===== src/rtl/alarm_bank.sv =====
// alarm_bank: multi-channel alarm controller between the time-of-day
// counters and the buzzer driver; every channel has its own FSM.
//
// Ports:
//   Pulse, Reset        clock, synchronous active-high reset
//   tmin/thrs/tdays     current time of day, valid with min_tick
//   min_tick            one-cycle strobe on each new minute
//   wr_en/wr_idx/wr_*   program one channel (time, day code, armed)
//   ack, snooze         user controls, applied to all channels
//   buzz                buzzer drive (OR of ringing channels)
//   ringing, snoozing   per-channel RING / SNOOZE state
//
// Build option: ALARM_BEEP_EN gates buzz with a toggling beep phase.

module alarm_bank #(
    parameter int NUM_ALARMS = 4,
    parameter int RING_MIN   = 2,
    parameter int SNOOZE_MIN = 5,
    parameter int MAX_SNOOZE = 3,
    localparam int IW = (NUM_ALARMS > 1) ? $clog2(NUM_ALARMS) : 1
) (
    input  logic                  Pulse,
    input  logic                  Reset,
    input  logic [6:0]            tmin,
    input  logic [6:0]            thrs,
    input  logic [6:0]            tdays,
    input  logic                  min_tick,
    input  logic                  wr_en,
    input  logic [IW-1:0]         wr_idx,
    input  logic [6:0]            wr_min,
    input  logic [6:0]            wr_hrs,
    input  logic [6:0]            wr_days,
    input  logic                  wr_arm,
    input  logic                  ack,
    input  logic                  snooze,
    output logic                  buzz,
    output logic [NUM_ALARMS-1:0] ringing,
    output logic [NUM_ALARMS-1:0] snoozing
);

    localparam int RW = $clog2(RING_MIN + 1);
    localparam int SW = $clog2(SNOOZE_MIN + 1);
    localparam int UW = (MAX_SNOOZE > 0) ? $clog2(MAX_SNOOZE + 1) : 1;

    typedef enum logic [1:0] {
        IDLE   = 2'd0,
        RING   = 2'd1,
        SNOOZE = 2'd2
    } state_t;

    // Codes 0..5 skip that day and the next (3-bit wrap); 6 skips the
    // weekend pair 0/6; 7 and above ring every day.
    function automatic logic day_ok(input logic [2:0] code,
                                    input logic [6:0] d);
        logic [2:0] c1;
        c1 = code + 3'd1;
        case (code)
            3'd7:    day_ok = 1'b1;
            3'd6:    day_ok = (d != 7'd0) && (d != 7'd6);
            default: day_ok = (d != {4'b0, code}) && (d != {4'b0, c1});
        endcase
    endfunction

    logic [NUM_ALARMS-1:0] ring_n;

    for (genvar g = 0; g < NUM_ALARMS; g++) begin : g_ch
        logic [6:0]    amin;
        logic [6:0]    ahrs;
        logic [2:0]    aday;
        logic          armed;
        state_t        st;
        state_t        st_n;
        logic [RW-1:0] rc;
        logic [RW-1:0] rc_n;
        logic [SW-1:0] sc;
        logic [SW-1:0] sc_n;
        logic [UW-1:0] su;
        logic [UW-1:0] su_n;
        logic          sel;
        logic          hit;

        assign sel = wr_en && (wr_idx == IW'(g));
        assign hit = armed && (tmin == amin) && (thrs == ahrs)
                     && day_ok(aday, tdays);

        always_ff @(posedge Pulse) begin
            if (Reset) begin
                amin  <= '0;
                ahrs  <= '0;
                aday  <= '0;
                armed <= 1'b0;
                st    <= IDLE;
                rc    <= '0;
                sc    <= '0;
                su    <= '0;
            end else begin
                st <= st_n;
                rc <= rc_n;
                sc <= sc_n;
                su <= su_n;
                if (sel) begin
                    amin  <= wr_min;
                    ahrs  <= wr_hrs;
                    aday  <= (wr_days >= 7'd7) ? 3'd7 : wr_days[2:0];
                    armed <= wr_arm;
                end
            end
        end

        always_comb begin
            st_n = st;
            rc_n = rc;
            sc_n = sc;
            su_n = su;
            if (sel) begin
                // A write always lands the channel in IDLE, which also
                // silences it when the alarm gets disarmed.
                st_n = IDLE;
                rc_n = '0;
                sc_n = '0;
                su_n = '0;
            end else if (ack && (st != IDLE)) begin
                st_n = IDLE;
            end else if (snooze && (st == RING)) begin
                if (su < UW'(MAX_SNOOZE)) begin
                    st_n = SNOOZE;
                    sc_n = SW'(SNOOZE_MIN);
                    su_n = su + UW'(1);
                end else begin
                    st_n = IDLE;
                end
            end else if (min_tick) begin
                case (st)
                    IDLE: begin
                        if (hit) begin
                            st_n = RING;
                            rc_n = RW'(RING_MIN);
                            su_n = '0;
                        end
                    end
                    RING: begin
                        if (rc <= RW'(1)) begin
                            st_n = IDLE;
                            rc_n = '0;
                        end else begin
                            rc_n = rc - RW'(1);
                        end
                    end
                    SNOOZE: begin
                        if (sc <= SW'(1)) begin
                            st_n = RING;
                            sc_n = '0;
                            rc_n = RW'(RING_MIN);
                        end else begin
                            sc_n = sc - SW'(1);
                        end
                    end
                    default: st_n = IDLE;
                endcase
            end
        end

        assign ring_n[g]   = (st_n == RING);
        assign ringing[g]  = (st == RING);
        assign snoozing[g] = (st == SNOOZE);
    end

`ifdef ALARM_BEEP_EN
    logic beep_ph;

    // Phase restarts at 0 so the first ringing cycle is silent.
    always_ff @(posedge Pulse) begin
        if (Reset) begin
            beep_ph <= 1'b0;
        end else if ((|ringing) && (|ring_n)) begin
            beep_ph <= ~beep_ph;
        end else begin
            beep_ph <= 1'b0;
        end
    end

    assign buzz = (|ringing) & beep_ph;
`else
    logic buzz_q;

    always_ff @(posedge Pulse) begin
        if (Reset) begin
            buzz_q <= 1'b0;
        end else begin
            buzz_q <= |ring_n;
        end
    end

    assign buzz = buzz_q;
`endif

endmodule

===== config.mk =====
export PLATFORM = sky130hd
export DESIGN_NAME = alarm_bank
export DESIGN_NICKNAME = d
export VERILOG_FILES = /design/src/rtl/alarm_bank.sv
export SDC_FILE = /design/constraint.sdc
export NUM_CORES = 1
export LEC_CHECK = 0
export BUFFER_PORTS_ARGS = -buffer_cell sky130_fd_sc_hd__buf_2
export CORE_UTILIZATION = 40
export CTS_BUF_LIST = sky130_fd_sc_hd__clkbuf_8
export DETAILED_ROUTE_END_ITERATION = 12
export PLACE_DENSITY = 0.69
export SYNTH_ARGS = -nofsm -noshare
export SYNTH_HDL_FRONTEND = slang
export SYNTH_SLANG_ARGS = --single-unit

===== constraint.sdc =====
create_clock -name Pulse -period 5.05 [get_ports Pulse]
set_input_delay 1.2625 -clock Pulse [delete_from_list [all_inputs] [get_ports Pulse]]
set_output_delay 1.2625 -clock Pulse [all_outputs]
set_load 0.02 [all_outputs]

==> results.ini <==
[placement]
port_buffers=59
dp_slack_ns=1.69
place_inst=922
dpl_cell_area_um2=6210
place_congestion=0.894
post-dp-hpwl_um=10300

[critical_path]
critPathRequiredTime_ns=5.39
endpoint_kind=flip-flop
path_common_cell=nand4_1
path_class=input pin to flip-flop
cp-start-kind=input pin
max_stage_delay_ns=0.79
crit_buf_inv=1
cp_max_fo=4
cp_slowest_cell=nor4_1
worstPathCellList=buf_2 -> xnor2_1 -> nand4_1 -> nor4_1 -> nand4b_1 -> a221oi_1 -> nand2_1 -> nand4_1
critPathTopFamily=simple AND/OR/NAND/NOR gates
arrival_ns=3.34

[clocking]
numCtsBuffers=9
ctsHtreeMaxLevel=3
cts_buffer_depth=2
cts.sink_count=109
hold_buffers=0
cts_tree=done
clkTransAtPathRegs_ns=0.11
clkLatencyLatePin_ns=0.40
root_buffer=clkbuf_8
cts_setup_buffers=0
cts_resized=0

[power]
switching_share_pct=28.7
pwr-share-clk_pct=31.7
p_sw_uw=456
p_comb_share_pct=11.8
intPower_uw=1130
powerDensity_nw_per_um2=249
irDropWorstVdd_uv=161
p_seq_share_pct=56.5
p_leak_uw=0.00248

[yosys]
syn_avg_cell_area_um2=8.10
synth-seq-area-share_pct=37.6
synth-edff-count=0
synthArstFlopShare_pct=0
syn_nets=790
syn_area_um2=5800
synth_largest_area_cell=dfxtp_1
synth.distinct_cells=65
synth_top_area_share_pct=37.6
syn_inst=716
synth_warnings=0
synth_area_leaders=dfxtp_1, nand2_1, a21oi_1
synth_flop_cell=dfxtp_1
synth-seq-cells=109

[route]
drc_errors=0
drt_pass1_iterations=5
viasPerCell=5.39
antenna_left=0
drt_iter0_drc=306
num_vias=5054
wl_um=14500
wire_per_inst_um=15.5

[global_route]
grt_first_pass_wirelength_um=23700
grt_pass1_vias=4679
gr-total-overflow=0
grt_max_degree=38
gr-usage-all-layers_pct=20.6
grt_antenna_before_repair=0

[timing]
slew_headroom_pct=23.6
rsz0062_at_grt=false
clock_skew_ns=0.0133
final_max_slew_viol_count=0
tns_ns=0
fmax_mhz=333
setup_viol=0
worst_pin_slew_ns=1.14
period_needed_ns=3.00
fin_ws_ns=2.05
min_period_over_period_pct=59.4
hold_viol=0

[layout]
drive_gt1_share_pct=12.7
layout_common_cells=nand2_1, dfxtp_1, a21oi_1
fillerInstances=1391
final_common_cell=nand2_1
areaGrowthSynthToFinish_pct=10.1
diodes=0
fin_nets=827
final_area_um2=6390
final_cells=938

[floorplanning]
io_pins=60
fp-row-count=43
core_um2=14000
die_w_um=122
die_y_um=122
start_util_pct=41.3
fp.dieArea_um2=15000

[flow_run]
maxCapViolations=0

[hold_path]
holdCritPathClass=flip-flop to flip-flop

[status]
status=complete, no violations

## synthesized netlist by cell type (6+ instances only)
| cell type | number |
|---|---|
| a211oi_1 | 12 |
| a21oi_1 | 75 |
| a22o_1 | 16 |
| clkbuf_1 | 29 |
| dfxtp_1 | 109 |
| ha_1 | 23 |
| inv_1 | 22 |
| nand2_1 | 126 |
| nand2b_1 | 11 |
| nand3_1 | 7 |
| nand4_1 | 9 |
| nor2_1 | 49 |
| nor2b_1 | 11 |
| nor3_1 | 9 |
| nor4_1 | 12 |
| o21ai_0 | 22 |
| or4_1 | 6 |
| xnor2_1 | 34 |
| xor2_1 | 41 |
## registers in the layout (all words and copies together), names as in the netlist
| register | cells |
|---|---|
| g_ch.rc | 8 |
| g_ch.aday | 12 |
| g_ch.ahrs | 28 |
| g_ch.st | 8 |
| g_ch.armed | 4 |
| g_ch.sc | 12 |
| g_ch.su | 8 |
| g_ch.amin | 28 |
| buzz | 1 |
## routing by layer
| layer | GRT usage [%] | wire [um] | vias to the layer above | share of wire (%) |
|---|---|---|---|---|
| met4 | 6.71 | 332 | 0 | 2.3 |
| met1 | 26.4 | 6580 | 2344 | 45 |
| met3 | 4.41 | 854 | 22 | 5.9 |
| met2 | 34.3 | 6760 | 141 | 47 |
| met5 | 0 | 0 | - | 0 |
| li1 | - | - | 2547 | - |
## cells by family (layout without fill, tap and decap cells)
group	after synthesis	in the layout	share of synthesized area, %
flip-flops	109	109	37.6
multiplexers	5	5	0.862
AO/OA/AOI/OAI	169	169	18.5
AND/OR/NAND/NOR	274	274	22.6
adder cells (fa/ha/maj)	23	23	4.96
XOR/XNOR	75	75	11.3
buffers and inverters	61	103	4.25
## metrics by stage
stage / hold slack [ns] / utilization, % / power (uW)
4_1_cts: 0.457 / 45.5 / 1600
3_5_place_dp: 0.444 / 44.3 / 1100
3_3_place_gp: 0.438 / 44.3 / 1100
6_report: 0.454 / 45.5 / 1590
2_1_floorplan: 0.431 / - / 1030
5_1_grt: 0.489 / 45.5 / 1660
## area by class of cell
type	instances	area, um2	area share [%]
Timing Repair Buffer	65	340	5.33
Clock inverter	7	50.0	0.783
Sequential cell	109	2180	34.2
Inverter	22	82.6	1.29
Clock buffer	9	124	1.94
Multi-Input combinational cell	546	3380	53.0
Tap cell	180	225	3.53
## final timing paths
kind                                start                         end  slack [ns]  cells past startpoint
max reg2reg  g_ch[1].aday[1]$_SDFFE_PP0P_  g_ch[1].rc[0]$_SDFFE_PP0P_        2.60                      9
min reg2reg    g_ch[2].armed$_SDFFE_PP0P_  g_ch[2].armed$_SDFFE_PP0P_        0.45                      2
max                               thrs[6]             buzz$_SDFF_PP0_        2.05                      8
min            g_ch[2].armed$_SDFFE_PP0P_  g_ch[2].armed$_SDFFE_PP0P_        0.45                      2
## worst min-delay path, cell delays in order, from the launching register on
cell and delay (ns):
dfxtp_1 0.32, nand2_1 0.05, a21oi_1 0.05
## power groups by stage
stage / clock network [uW] / logic, uW / registers (uW)
2_1_floorplan: 0 / 120 / 913
3_3_place_gp: 0 / 186 / 917
3_5_place_dp: 0 / 187 / 918
4_1_cts: 513 / 188 / 898
5_1_grt: 546 / 209 / 901
6_report: 504 / 188 / 898
No activity file was read; power rests on OpenSTA's default activity.
